### config.mk
export PLATFORM = sky130hd
export DESIGN_NAME = exe_stage_unit_flat
export DESIGN_NICKNAME = d
export VERILOG_FILES = /design/src/rtl/exe_stage_unit_if.sv /design/src/rtl/exe_stage_unit.sv /design/src/flat_wrapper.sv
export SDC_FILE = /design/constraint.sdc
export NUM_CORES = 1
export LEC_CHECK = 0
export CORE_MARGIN = 3
export CORE_UTILIZATION = 35
export CTS_CLUSTER_SIZE = 16
export DETAILED_ROUTE_END_ITERATION = 16
export HOLD_SLACK_MARGIN = 0.06
export PLACE_DENSITY_LB_ADDON = 0.3
export SLEW_MARGIN = 20
export SYNTH_ARGS = -nofsm -noshare
export SYNTH_HDL_FRONTEND = slang
export SYNTH_SLANG_ARGS = --single-unit
### constraint.sdc
create_clock -name clk -period 12.6 [get_ports clk]
set_input_delay 2.52 -clock clk [delete_from_list [all_inputs] [get_ports clk]]
set_output_delay 2.52 -clock clk [all_outputs]
set_load 0.03 [all_outputs]
### src/rtl/exe_stage_unit_if.sv
// ---------------------------------------------------------------------------
// exe_stage_unit_if
//   Bundles the ID-to-EXE pipeline register outputs consumed by the execute
//   stage together with the execute-stage results handed to MEM/WB and back
//   to fetch/decode.
//
//   Signals from the ID-to-EXE register (driven by master, read by slave):
//     WB_EN_IN, MEM_R_EN_IN, MEM_W_EN_IN, B_IN, S_IN : control bits
//     EXE_CMD_IN[3:0]        : ALU command
//     PC_IN[31:0]            : PC+4 of the instruction
//     Val_Rn_IN, Val_Rm_IN   : register operands
//     imm_IN                 : operand 2 is a rotated immediate
//     Shift_operand_IN[11:0] : shifter operand field
//     Signed_imm_24_IN[23:0] : branch offset
//     Dest_IN[3:0]           : destination register
//
//   Signals produced by the execute stage (driven by slave):
//     ALU_Res, Br_Addr, branch_taken, flush, WB_EN, MEM_R_EN, MEM_W_EN,
//     Dest, Val_Rm_out, status
//
//   Modports:
//     master : the upstream side (pipeline register / testbench)
//     slave  : the execute stage itself
// ---------------------------------------------------------------------------
interface exe_stage_unit_if;
  logic        WB_EN_IN;
  logic        MEM_R_EN_IN;
  logic        MEM_W_EN_IN;
  logic        B_IN;
  logic        S_IN;
  logic [3:0]  EXE_CMD_IN;
  logic [31:0] PC_IN;
  logic [31:0] Val_Rn_IN;
  logic [31:0] Val_Rm_IN;
  logic        imm_IN;
  logic [11:0] Shift_operand_IN;
  logic [23:0] Signed_imm_24_IN;
  logic [3:0]  Dest_IN;

  logic [31:0] ALU_Res;
  logic [31:0] Br_Addr;
  logic        branch_taken;
  logic        flush;
  logic        WB_EN;
  logic        MEM_R_EN;
  logic        MEM_W_EN;
  logic [3:0]  Dest;
  logic [31:0] Val_Rm_out;
  logic [3:0]  status;

  modport master (
    output WB_EN_IN, MEM_R_EN_IN, MEM_W_EN_IN, B_IN, S_IN, EXE_CMD_IN,
           PC_IN, Val_Rn_IN, Val_Rm_IN, imm_IN, Shift_operand_IN,
           Signed_imm_24_IN, Dest_IN,
    input  ALU_Res, Br_Addr, branch_taken, flush, WB_EN, MEM_R_EN,
           MEM_W_EN, Dest, Val_Rm_out, status
  );

  modport slave (
    input  WB_EN_IN, MEM_R_EN_IN, MEM_W_EN_IN, B_IN, S_IN, EXE_CMD_IN,
           PC_IN, Val_Rn_IN, Val_Rm_IN, imm_IN, Shift_operand_IN,
           Signed_imm_24_IN, Dest_IN,
    output ALU_Res, Br_Addr, branch_taken, flush, WB_EN, MEM_R_EN,
           MEM_W_EN, Dest, Val_Rm_out, status
  );
endinterface

### src/rtl/exe_stage_unit.sv
// ---------------------------------------------------------------------------
// exe_stage_unit
//   Execute stage: builds the second ALU operand (Val2), runs the ALU, owns
//   the NZCV status register, computes the branch target and, after a taken
//   branch, squashes the next KILL_CYCLES wrong-path instructions.
//
//   Ports:
//     clk        : clock, rising edge
//     rst        : asynchronous reset, active low
//     bus        : exe_stage_unit_if.slave (ID-to-EXE inputs, EXE outputs)
//     br_cnt     : (EXE_PERF_CNT_EN only) taken-branch counter
//     squash_cnt : (EXE_PERF_CNT_EN only) squashed-cycle counter
//
//   Parameters:
//     KILL_CYCLES : cycles squashed after a taken branch (1..7)
//
//   Optional feature macro: EXE_PERF_CNT_EN adds the two performance
//   counters and their output ports.
// ---------------------------------------------------------------------------
module exe_stage_unit #(
  parameter int KILL_CYCLES = 2
) (
  input  logic             clk,
  input  logic             rst,
`ifdef EXE_PERF_CNT_EN
  output logic [31:0]      br_cnt,
  output logic [31:0]      squash_cnt,
`endif
  exe_stage_unit_if.slave  bus
);

  typedef enum logic [0:0] {
    ST_RUN  = 1'b0,
    ST_KILL = 1'b1
  } state_t;

  localparam logic [2:0] KILL_INIT = 3'(KILL_CYCLES);

  localparam logic [3:0] CMD_MOV = 4'b0001;
  localparam logic [3:0] CMD_MVN = 4'b1001;
  localparam logic [3:0] CMD_ADD = 4'b0010;
  localparam logic [3:0] CMD_ADC = 4'b0011;
  localparam logic [3:0] CMD_SUB = 4'b0100;
  localparam logic [3:0] CMD_SBC = 4'b0101;
  localparam logic [3:0] CMD_AND = 4'b0110;
  localparam logic [3:0] CMD_ORR = 4'b0111;
  localparam logic [3:0] CMD_EOR = 4'b1000;

  state_t      state_q, state_d;
  logic [2:0]  kill_cnt_q, kill_cnt_d;
  logic [3:0]  status_q, status_d;

  logic [31:0] val2;
  logic [31:0] imm_ext;
  logic [4:0]  imm_rot;
  logic [4:0]  sh_amt;
  logic [31:0] alu_res;
  logic [32:0] sum;
  logic        flag_n, flag_z, flag_c, flag_v;
  logic        cmd_valid;
  logic        squash;
  logic        run_branch;

  // Val2: rotated 8-bit immediate, 12-bit memory offset, or shifted Rm.
  // Rotations use (x >> r) | (x << (32 - r)); with r = 0 the left shift is
  // by 32 and yields 0, so the operand passes through unchanged.
  always_comb begin
    val2    = '0;
    imm_ext = {24'd0, bus.Shift_operand_IN[7:0]};
    imm_rot = {bus.Shift_operand_IN[11:8], 1'b0};
    sh_amt  = bus.Shift_operand_IN[11:7];
    if (bus.imm_IN) begin
      val2 = (imm_ext >> imm_rot) | (imm_ext << (6'd32 - {1'b0, imm_rot}));
    end else if (bus.MEM_R_EN_IN || bus.MEM_W_EN_IN) begin
      val2 = {20'd0, bus.Shift_operand_IN};
    end else begin
      case (bus.Shift_operand_IN[6:5])
        2'b00:   val2 = bus.Val_Rm_IN << sh_amt;
        2'b01:   val2 = bus.Val_Rm_IN >> sh_amt;
        2'b10:   val2 = $signed(bus.Val_Rm_IN) >>> sh_amt;
        default: val2 = (bus.Val_Rm_IN >> sh_amt) |
                        (bus.Val_Rm_IN << (6'd32 - {1'b0, sh_amt}));
      endcase
    end
  end

  // ALU. Subtraction is Rn + ~Val2 + carry_in so that the carry-out is
  // directly the ARM-style "not borrow". C and V hold their old values for
  // MOV/MVN/logical ops; unknown commands leave all four flags alone.
  always_comb begin
    alu_res   = '0;
    sum       = '0;
    flag_n    = status_q[3];
    flag_z    = status_q[2];
    flag_c    = status_q[1];
    flag_v    = status_q[0];
    cmd_valid = 1'b1;
    case (bus.EXE_CMD_IN)
      CMD_MOV: alu_res = val2;
      CMD_MVN: alu_res = ~val2;
      CMD_ADD, CMD_ADC: begin
        sum     = {1'b0, bus.Val_Rn_IN} + {1'b0, val2} +
                  {32'd0, (bus.EXE_CMD_IN == CMD_ADC) ? status_q[1] : 1'b0};
        alu_res = sum[31:0];
        flag_c  = sum[32];
        flag_v  = (bus.Val_Rn_IN[31] == val2[31]) &&
                  (sum[31] != bus.Val_Rn_IN[31]);
      end
      CMD_SUB, CMD_SBC: begin
        sum     = {1'b0, bus.Val_Rn_IN} + {1'b0, ~val2} +
                  {32'd0, (bus.EXE_CMD_IN == CMD_SBC) ? status_q[1] : 1'b1};
        alu_res = sum[31:0];
        flag_c  = sum[32];
        flag_v  = (bus.Val_Rn_IN[31] != val2[31]) &&
                  (sum[31] != bus.Val_Rn_IN[31]);
      end
      CMD_AND: alu_res = bus.Val_Rn_IN & val2;
      CMD_ORR: alu_res = bus.Val_Rn_IN | val2;
      CMD_EOR: alu_res = bus.Val_Rn_IN ^ val2;
      default: begin
        alu_res   = '0;
        cmd_valid = 1'b0;
      end
    endcase
    if (cmd_valid) begin
      flag_n = alu_res[31];
      flag_z = (alu_res == 32'd0);
    end
  end

  assign squash     = (state_q == ST_KILL);
  assign run_branch = rst && !squash && bus.B_IN;

  // Next-state logic for the kill machine and the status register. The
  // counter is loaded on the branch edge and the edge seen with count 1
  // returns to RUN, giving exactly KILL_CYCLES squashed cycles.
  always_comb begin
    state_d    = state_q;
    kill_cnt_d = kill_cnt_q;
    status_d   = status_q;
    case (state_q)
      ST_RUN: begin
        if (bus.S_IN) begin
          status_d = {flag_n, flag_z, flag_c, flag_v};
        end
        if (bus.B_IN) begin
          state_d    = ST_KILL;
          kill_cnt_d = KILL_INIT;
        end
      end
      default: begin
        if (kill_cnt_q <= 3'd1) begin
          state_d    = ST_RUN;
          kill_cnt_d = 3'd0;
        end else begin
          kill_cnt_d = kill_cnt_q - 3'd1;
        end
      end
    endcase
  end

  always_ff @(posedge clk or negedge rst) begin
    if (!rst) begin
      state_q    <= ST_RUN;
      kill_cnt_q <= 3'd0;
      status_q   <= 4'd0;
    end else begin
      state_q    <= state_d;
      kill_cnt_q <= kill_cnt_d;
      status_q   <= status_d;
    end
  end

`ifdef EXE_PERF_CNT_EN
  logic [31:0] br_cnt_q, br_cnt_d;
  logic [31:0] squash_cnt_q, squash_cnt_d;

  always_comb begin
    br_cnt_d     = br_cnt_q + {31'd0, (!squash && bus.B_IN)};
    squash_cnt_d = squash_cnt_q + {31'd0, squash};
  end

  always_ff @(posedge clk or negedge rst) begin
    if (!rst) begin
      br_cnt_q     <= 32'd0;
      squash_cnt_q <= 32'd0;
    end else begin
      br_cnt_q     <= br_cnt_d;
      squash_cnt_q <= squash_cnt_d;
    end
  end

  assign br_cnt     = br_cnt_q;
  assign squash_cnt = squash_cnt_q;
`else
  // Performance counters are not built in this configuration.
`endif

  assign bus.ALU_Res      = alu_res;
  assign bus.Br_Addr      = bus.PC_IN +
                            {{6{bus.Signed_imm_24_IN[23]}}, bus.Signed_imm_24_IN, 2'b00};
  assign bus.branch_taken = run_branch;
  assign bus.flush        = run_branch;
  assign bus.WB_EN        = bus.WB_EN_IN    && !squash;
  assign bus.MEM_R_EN     = bus.MEM_R_EN_IN && !squash;
  assign bus.MEM_W_EN     = bus.MEM_W_EN_IN && !squash;
  assign bus.Dest         = bus.Dest_IN;
  assign bus.Val_Rm_out   = bus.Val_Rm_IN;
  assign bus.status       = status_q;

endmodule

### src/flat_wrapper.sv
// flat-port wrapper written by rule: the top's interface ports become plain ports
module exe_stage_unit_flat 
#(
  parameter int KILL_CYCLES = 2
)
  (clk, rst, bus_WB_EN_IN, bus_MEM_R_EN_IN, bus_MEM_W_EN_IN, bus_B_IN, bus_S_IN, bus_EXE_CMD_IN, bus_PC_IN, bus_Val_Rn_IN, bus_Val_Rm_IN, bus_imm_IN, bus_Shift_operand_IN, bus_Signed_imm_24_IN, bus_Dest_IN, bus_ALU_Res, bus_Br_Addr, bus_branch_taken, bus_flush, bus_WB_EN, bus_MEM_R_EN, bus_MEM_W_EN, bus_Dest, bus_Val_Rm_out, bus_status);
  exe_stage_unit_if bus_i ();
  input  logic clk;
  input  logic rst;
  input wire logic [$bits(bus_i.WB_EN_IN)-1:0] bus_WB_EN_IN;
  input wire logic [$bits(bus_i.MEM_R_EN_IN)-1:0] bus_MEM_R_EN_IN;
  input wire logic [$bits(bus_i.MEM_W_EN_IN)-1:0] bus_MEM_W_EN_IN;
  input wire logic [$bits(bus_i.B_IN)-1:0] bus_B_IN;
  input wire logic [$bits(bus_i.S_IN)-1:0] bus_S_IN;
  input wire logic [$bits(bus_i.EXE_CMD_IN)-1:0] bus_EXE_CMD_IN;
  input wire logic [$bits(bus_i.PC_IN)-1:0] bus_PC_IN;
  input wire logic [$bits(bus_i.Val_Rn_IN)-1:0] bus_Val_Rn_IN;
  input wire logic [$bits(bus_i.Val_Rm_IN)-1:0] bus_Val_Rm_IN;
  input wire logic [$bits(bus_i.imm_IN)-1:0] bus_imm_IN;
  input wire logic [$bits(bus_i.Shift_operand_IN)-1:0] bus_Shift_operand_IN;
  input wire logic [$bits(bus_i.Signed_imm_24_IN)-1:0] bus_Signed_imm_24_IN;
  input wire logic [$bits(bus_i.Dest_IN)-1:0] bus_Dest_IN;
  output wire logic [$bits(bus_i.ALU_Res)-1:0] bus_ALU_Res;
  output wire logic [$bits(bus_i.Br_Addr)-1:0] bus_Br_Addr;
  output wire logic [$bits(bus_i.branch_taken)-1:0] bus_branch_taken;
  output wire logic [$bits(bus_i.flush)-1:0] bus_flush;
  output wire logic [$bits(bus_i.WB_EN)-1:0] bus_WB_EN;
  output wire logic [$bits(bus_i.MEM_R_EN)-1:0] bus_MEM_R_EN;
  output wire logic [$bits(bus_i.MEM_W_EN)-1:0] bus_MEM_W_EN;
  output wire logic [$bits(bus_i.Dest)-1:0] bus_Dest;
  output wire logic [$bits(bus_i.Val_Rm_out)-1:0] bus_Val_Rm_out;
  output wire logic [$bits(bus_i.status)-1:0] bus_status;
  assign bus_i.WB_EN_IN = bus_WB_EN_IN;
  assign bus_i.MEM_R_EN_IN = bus_MEM_R_EN_IN;
  assign bus_i.MEM_W_EN_IN = bus_MEM_W_EN_IN;
  assign bus_i.B_IN = bus_B_IN;
  assign bus_i.S_IN = bus_S_IN;
  assign bus_i.EXE_CMD_IN = bus_EXE_CMD_IN;
  assign bus_i.PC_IN = bus_PC_IN;
  assign bus_i.Val_Rn_IN = bus_Val_Rn_IN;
  assign bus_i.Val_Rm_IN = bus_Val_Rm_IN;
  assign bus_i.imm_IN = bus_imm_IN;
  assign bus_i.Shift_operand_IN = bus_Shift_operand_IN;
  assign bus_i.Signed_imm_24_IN = bus_Signed_imm_24_IN;
  assign bus_i.Dest_IN = bus_Dest_IN;
  assign bus_ALU_Res = bus_i.ALU_Res;
  assign bus_Br_Addr = bus_i.Br_Addr;
  assign bus_branch_taken = bus_i.branch_taken;
  assign bus_flush = bus_i.flush;
  assign bus_WB_EN = bus_i.WB_EN;
  assign bus_MEM_R_EN = bus_i.MEM_R_EN;
  assign bus_MEM_W_EN = bus_i.MEM_W_EN;
  assign bus_Dest = bus_i.Dest;
  assign bus_Val_Rm_out = bus_i.Val_Rm_out;
  assign bus_status = bus_i.status;
  exe_stage_unit #(.KILL_CYCLES(KILL_CYCLES)) u_core (.clk(clk), .rst(rst), .bus(bus_i));
endmodule
## Word-level counts from Yosys, hierarchy flattened

Cells that the tools add are included.

| word-level totals | value |
|---|---|
| output and inout port bits | 109 |
| register bits after elaboration | 8 |
| input port bits | 148 |
| logic and storage cells | 74 |

| operators by class | value |
|---|---|
| mux-type cells | 15 |
| add/sub/neg operators | 8 |
| eq/ne operators | 15 |
| reduce and logical (&&, ||, !) cells | 18 |
| shift operators | 6 |
| bitwise operators | 7 |
| order comparisons | 1 |

Operator list:

| cell | count |
|---|---|
| case mux 32 bit (7 select lines) | 1 |
| bitwise OR 32 bit | 3 |
| case mux 32 bit (3 select lines) | 1 |
| adder 32 x 32 -> 33 bit | 2 |
| adder 33 x 1 -> 33 bit | 2 |
| 2-to-1 mux 32 bit | 2 |
| adder 32 bit | 1 |
| bitwise AND 32 bit | 1 |
| logical NOT 32 bit | 1 |
| inverter 32 bit | 1 |
| left shift 32 x 5 -> 32 bit | 1 |
| left shift 32 x 6 -> 32 bit | 1 |
| left shift 8 x 6 -> 32 bit | 1 |
| >> shifter 32 x 5 -> 32 bit | 1 |
| >> shifter 8 x 5 -> 32 bit | 1 |
| >>> shifter 32 x 5 -> 32 bit | 1 |
| bitwise XOR 32 bit | 1 |
| equality test 4 x 3 -> 1 bit, second input constant | 4 |
| subtractor 6 x 5 -> 6 bit, first input constant | 2 |
| 2-to-1 mux 3 bit | 3 |
| OR reduction 9 bit | 1 |
| equality test 4 x 2 -> 1 bit, second input constant | 2 |
| equality test 4 bit, second input constant | 2 |
| logical AND 1 bit | 7 |
| 16 further kinds | 27 |

## Logic depth before layout (Yosys ltp)

| depth | value |
|---|---|
| word-level depth | 12 |
| mapped depth | 34 |
| depth with buffers taken out | 25 |

## Least setup slack after synthesis

OpenSTA, ideal clock, no wires.

| timing | value |
|---|---|
| path kind | in2out |
| start | input bus_Shift_operand_IN[9] |
| end | output bus_ALU_Res[30] |
| arrival time | 9.408 ns |
| path buffers | 8 |
| setup slack | 0.672 ns |
| stages on the path | 28 |
| path through | buf_2 -> buf_4 -> inv_2 -> buf_2 -> buf_2 -> clkbuf_1 -> buf_1 -> ha_1 -> nor2b_4 -> xnor2_1 -> buf_6 -> clkbuf_1 -> a32o_1 -> a31oi_1 -> a21oi_1 -> inv_1 -> fa_1 -> fa_1 -> nor2b_1 -> o211ai_1 -> nand4_1 -> a311oi_2 -> o311ai_0 -> a21oi_1 -> o21ai_0 -> a21oi_1 -> mux2i_1 -> o21ai_0 |

| between the ends | value |
|---|---|
| word-level cells in the longest chain between the ends | 10 |

Ends and longest elaborated chain:

| what | RTL line | source |
|---|---|---|
| start, declared | flat_wrapper.sv:20 | `input wire logic [$bits(bus_i.Shift_operand_IN)-1:0] bus_Shift_operand_IN;` |
| subtractor 6 x 5 -> 6 bit | exe_stage_unit.sv:82 | `(bus.Val_Rm_IN << (6'd32 - {1'b0, sh_amt}));` |
| left shift 32 x 6 -> 32 bit | exe_stage_unit.sv:82 |  |
| bitwise OR 32 bit | exe_stage_unit.sv:81 | `default: val2 = (bus.Val_Rm_IN >> sh_amt) \|` |
| case mux 32 bit (3 select lines) | exe_stage_unit.sv:77 | `case (bus.Shift_operand_IN[6:5])` |
| 2-to-1 mux 32 bit | exe_stage_unit.sv:74 | `end else if (bus.MEM_R_EN_IN \|\| bus.MEM_W_EN_IN) begin` |
| 2-to-1 mux 32 bit (*) | exe_stage_unit.sv:72 | `if (bus.imm_IN) begin` |
| inverter 32 bit | exe_stage_unit.sv:100, exe_stage_unit.sv:110 |  |
| adder 32 x 32 -> 33 bit | exe_stage_unit.sv:110 | `sum = {1'b0, bus.Val_Rn_IN} + {1'b0, ~val2} +` |
| adder 33 x 1 -> 33 bit | exe_stage_unit.sv:110 |  |
| case mux 32 bit (7 select lines) (*) | exe_stage_unit.sv:98 | `case (bus.EXE_CMD_IN)` |
| end, declared | flat_wrapper.sv:23 | `output wire logic [$bits(bus_i.ALU_Res)-1:0] bus_ALU_Res;` |

Every way passes the cells marked *; elsewhere a longest branch is shown, timed or not.

## Worst setup path in the final report

| timing | value |
|---|---|
| start | input bus_Shift_operand_IN[7] |
| end | output bus_ALU_Res[30] |

The elaborated chain is that of the path after synthesis.

==> reports/summary.txt <==
=================================================================================
Outcome ............................................................ finished, final reports clean
Global route overflow ..............................................            0
Power per unit of standard cell area ...............................  69.5 mW/mm²
Kind of end point of the critical path .............................  output port
Critical Path Source Type ..........................................   input port
Floorplan Core Area ................................................   0.0457 mm²
Fin Setup TNS ......................................................         0 ps
Critical-path maximum fanout .......................................           30
Arrival time reported for the critical path endpoint ...............      9460 ps
Top cells by area in the synthesized netlist ....................... sky130_fd_sc_hd__ha_1 10%, sky130_fd_sc_hd__mux2i_1 8.4%, sky130_fd_sc_hd__mux4_2 8.3%
Number of placed instances, taps included ..........................         3017
#FFs+latches synth .................................................            8
Setup Skew .........................................................      3.13 ps
Vias per Instance ..................................................         6.75
Crit path top cell by count ........................................ sky130_fd_sc_hd__buf_4
Design Area, Final .................................................   0.0193 mm²
Post-detailed-routing wire length ..................................     87900 µm
Register area share after synthesis ................................        1.23%
Post-CTS sizing ....................................................            0
Root buffer selected by CTS ........................................ sky130_fd_sc_hd__clkbuf_16
Count of input and output buffers ..................................          244
Detail Placement HPWL ..............................................     69200 µm
Actual slew at the worst max-slew pin ..............................      1150 ps
Worst path cell trace .............................................. buf_4, buf_4, mux2i_1, or2_2, mux2i_1, o2111ai_1, a211oi_1, a211oi_2, inv_1, ha_1, a21oi_1, o2111a_1, a21oi_1, a221oi_1, buf_4, o211ai_1, o311a_1, o21ai_0, nor2_1, and3_1, or4_1, mux2i_1, o21ai_0, buf_4
Initial cell density of the core ...................................        35.7%
Final worst slack ..................................................       625 ps
Cells on Worst Hold Path ...........................................            2
Initial antenna violation count ....................................            0
Number of buffers on the longest clock path ........................            2
Maximum number of pins on one net before global-route repair .......          142
Synth Cell Area ....................................................   0.0163 mm²
Post-CTS repair timing setup buffer count ..........................            0
Final instance count without filler cells ..........................         3020
Clock sink count ...................................................            8
Register Area ......................................................      200 µm²
Fraction of final layout cells sized beyond drive strength 1 .......        13.3%
Net switching power of the design ..................................       794 µW
Internal Power .....................................................       547 µW
Most frequent cells after synthesis ................................ 219 x sky130_fd_sc_hd__nor2_1, 179 x sky130_fd_sc_hd__nand2_1, 155 x sky130_fd_sc_hd__a21oi_1
Hold Vio Cnt, Final ................................................            0
Start-to-end type of the worst setup path ..........................    in -> out
DRC ................................................................            0
Mean Syn Cell Area .................................................     7.10 µm²
Count of final setup violators .....................................            0
Area growth from synthesis to layout ...............................        18.3%
Die outline area ...................................................   0.0492 mm²
Sequential power share .............................................         3.8%
Number of nets produced by synthesis ...............................         2580
Crit share post-route ..............................................        95.0%
Gate power share ...................................................        92.2%
Vias after detailed routing ........................................        20398
Routability cong. ..................................................         1.10
Switching share of power ...........................................        59.2%
Remaining antenna violation count after routing ....................            0
Most used flip-flop cell after synthesis ........................... sky130_fd_sc_hd__dfrtp_1
Leakage power figure ...............................................      7.86 nW
Worst slew margin relative to its limit ............................        23.1%
CTS H-tree depth ...................................................            1
Worst setup timing slack at the placement stage ....................       835 ps
Max stage delay cell, worst path ................................... sky130_fd_sc_hd__mux2i_1
Count of filler cells inserted in the layout .......................         4774
Cell type with the highest aggregate area in the netlist ........... sky130_fd_sc_hd__ha_1
Final core occ .....................................................        42.2%
Worst Reg-to-Reg Cells .............................................           17
Die span in y ......................................................       222 µm
WL per Instance ....................................................      29.1 µm
CTS Hold Buffers Added .............................................            0
Final Slew Violations ..............................................            0
Data required, critical path .......................................     10080 ps
Top Family by Delay on Critical Path ............................... compound AO/OA/AOI/OAI gates
I/O pins ...........................................................          257
Number of different library cells in the post-synthesis netlist ....          100
Placed inst area ...................................................   0.0192 mm²
Most used standard cell by instance count after synthesis .......... sky130_fd_sc_hd__nor2_1
Worst stage delay on the critical path .............................       920 ps
Maximum operating frequency ........................................   0.0835 GHz
Tmin final .........................................................     11980 ps
Via count of the first global-routing pass .........................        19305
Total of max-cap violations ........................................            0
Clock transition at the registers of the reported paths ............        30 ps
Core Rows ..........................................................           78
Starting DRC count in detailed routing .............................         2465
Buf/Inv on CP ......................................................            5
Number of optimization iterations in the first detailed-route pass .            7
Chip Width .........................................................       222 µm
Warnings, synthesis ................................................            0
Total number of cells along the worst setup path ...................           24
Maximum vdd ir drop ................................................     0.103 mV
Number of enable-type register cells in the synthesized netlist ....            0
Post-synthesis async set-or-reset flop share .......................         100%
RSZ-0062 raised after global routing ...............................           no
Area share of the largest cell type after synthesis ................        9.97%
First-pass GRT wire length .........................................    129000 µm
Share of power burned in the clock network .........................         3.9%
Overall routing resource usage .....................................        33.6%
Worst hold path type ...............................................   reg -> reg
Antenna Cells ......................................................            0
Clock tree from TritonCTS ..........................................          yes
Area of the multi-input gates ......................................   0.0145 mm²
CTS Buf Count ......................................................            3
Post-synthesis cell count ..........................................         2297
Nets ...............................................................         2705
Clock latency at the later pin of the worst-skew pair ..............       230 ps
=================================================================================
## state kept, by name, summed over array words and instances (netlist names)
name               flops
u_core.bus.status      4
u_core.kill_cnt_q      3
u_core.squash          1
## final timing paths
path | from | endpoint | slack, ps
max | bus_Shift_operand_IN[7] | bus_ALU_Res[30] | 620
min | u_core.kill_cnt_q[2] | u_core.kill_cnt_q[2] | 500
max reg2reg | u_core.bus.status[1] | u_core.bus.status[2] | 6270
min reg2reg | u_core.kill_cnt_q[2] | u_core.kill_cnt_q[2] | 500
max in group asynchronous | rst | u_core.kill_cnt_q[1] | 9750
min in group asynchronous | rst | u_core.bus.status[0] | 2580
## tightest hold or removal path, stage by stage (launching register included)
cell and delay (ps):
sky130_fd_sc_hd__dfrtp_1 340, sky130_fd_sc_hd__nand2_1 50, sky130_fd_sc_hd__o21ai_0 60
## routing by layer
| metal | track usage [%] | vias to the layer above | part of all wire [%] |
|---|---|---|---|
| met2 | 50.5 | 1417 | 42 |
| met5 | 0 | - | 0 |
| met3 | 7.35 | 284 | 11 |
| met1 | 46.2 | 9835 | 42 |
| li1 | - | 8862 | - |
| met4 | 14.2 | 0 | 5.3 |
## metrics by stage
stage	hold WS [ps]	total power, mW
final	497	1.34
after global routing	517	1.41
after CTS	500	1.31
after detailed placement	488	1.25
after global placement	463	1.24
after floorplan	458	0.798
## area by class of cell
| cell class | instances | area share, % |
|---|---|---|
| multi-input combinational | 1925 | 75.0 |
| timing repair buffer | 362 | 17.3 |
| tap | 600 | 3.89 |
| inverter | 122 | 2.38 |
| sequential | 8 | 1.04 |
| clock buffer | 3 | 0.389 |
## cells in the final DEF, fill, tap and decap left out, types with 22 or more instances in the layout
cell type / instances
sky130_fd_sc_hd__a211oi_1: 44
sky130_fd_sc_hd__a21o_1: 37
sky130_fd_sc_hd__a21oi_1: 155
sky130_fd_sc_hd__a221oi_1: 34
sky130_fd_sc_hd__a31oi_1: 24
sky130_fd_sc_hd__buf_4: 130
sky130_fd_sc_hd__clkdlybuf4s50_1: 219
sky130_fd_sc_hd__ha_1: 130
sky130_fd_sc_hd__inv_1: 117
sky130_fd_sc_hd__mux2_2: 60
sky130_fd_sc_hd__mux2i_1: 137
sky130_fd_sc_hd__mux4_2: 60
sky130_fd_sc_hd__nand2_1: 179
sky130_fd_sc_hd__nand2b_1: 45
sky130_fd_sc_hd__nand3_1: 53
sky130_fd_sc_hd__nor2_1: 219
sky130_fd_sc_hd__nor2b_1: 27
sky130_fd_sc_hd__nor3_1: 50
sky130_fd_sc_hd__o211ai_1: 52
sky130_fd_sc_hd__o21a_1: 26
sky130_fd_sc_hd__o21ai_0: 129
sky130_fd_sc_hd__o221ai_1: 22
sky130_fd_sc_hd__o22ai_1: 29
sky130_fd_sc_hd__o31ai_1: 22
sky130_fd_sc_hd__xnor2_1: 38
## power by group through the flow
stage | Combinational (mW) | Sequential, mW | Clock (mW)
finish | 1.24 | 0.0516 | 0.0528
global route | 1.30 | 0.0532 | 0.0550
CTS | 1.20 | 0.0512 | 0.0535
detailed placement | 1.20 | 0.0515 | 0
global placement | 1.19 | 0.0509 | 0
floorplan | 0.749 | 0.0493 | 0
## kinds of logic (layout without fill, tap and decap cells)
logic type	Yosys count	count (layout)	synth area share [%]
muxes	267	267	21.8
DFF	8	8	1.23
buffers and inverters	364	487	10.4
adders and majority gates	135	135	10.6
AOI/OAI and AO/OA	760	760	32.3
and+or+nand+nor	712	712	21.0
xor gates and xnor gates	51	51	2.74
(Power assumes the default switching activity.)
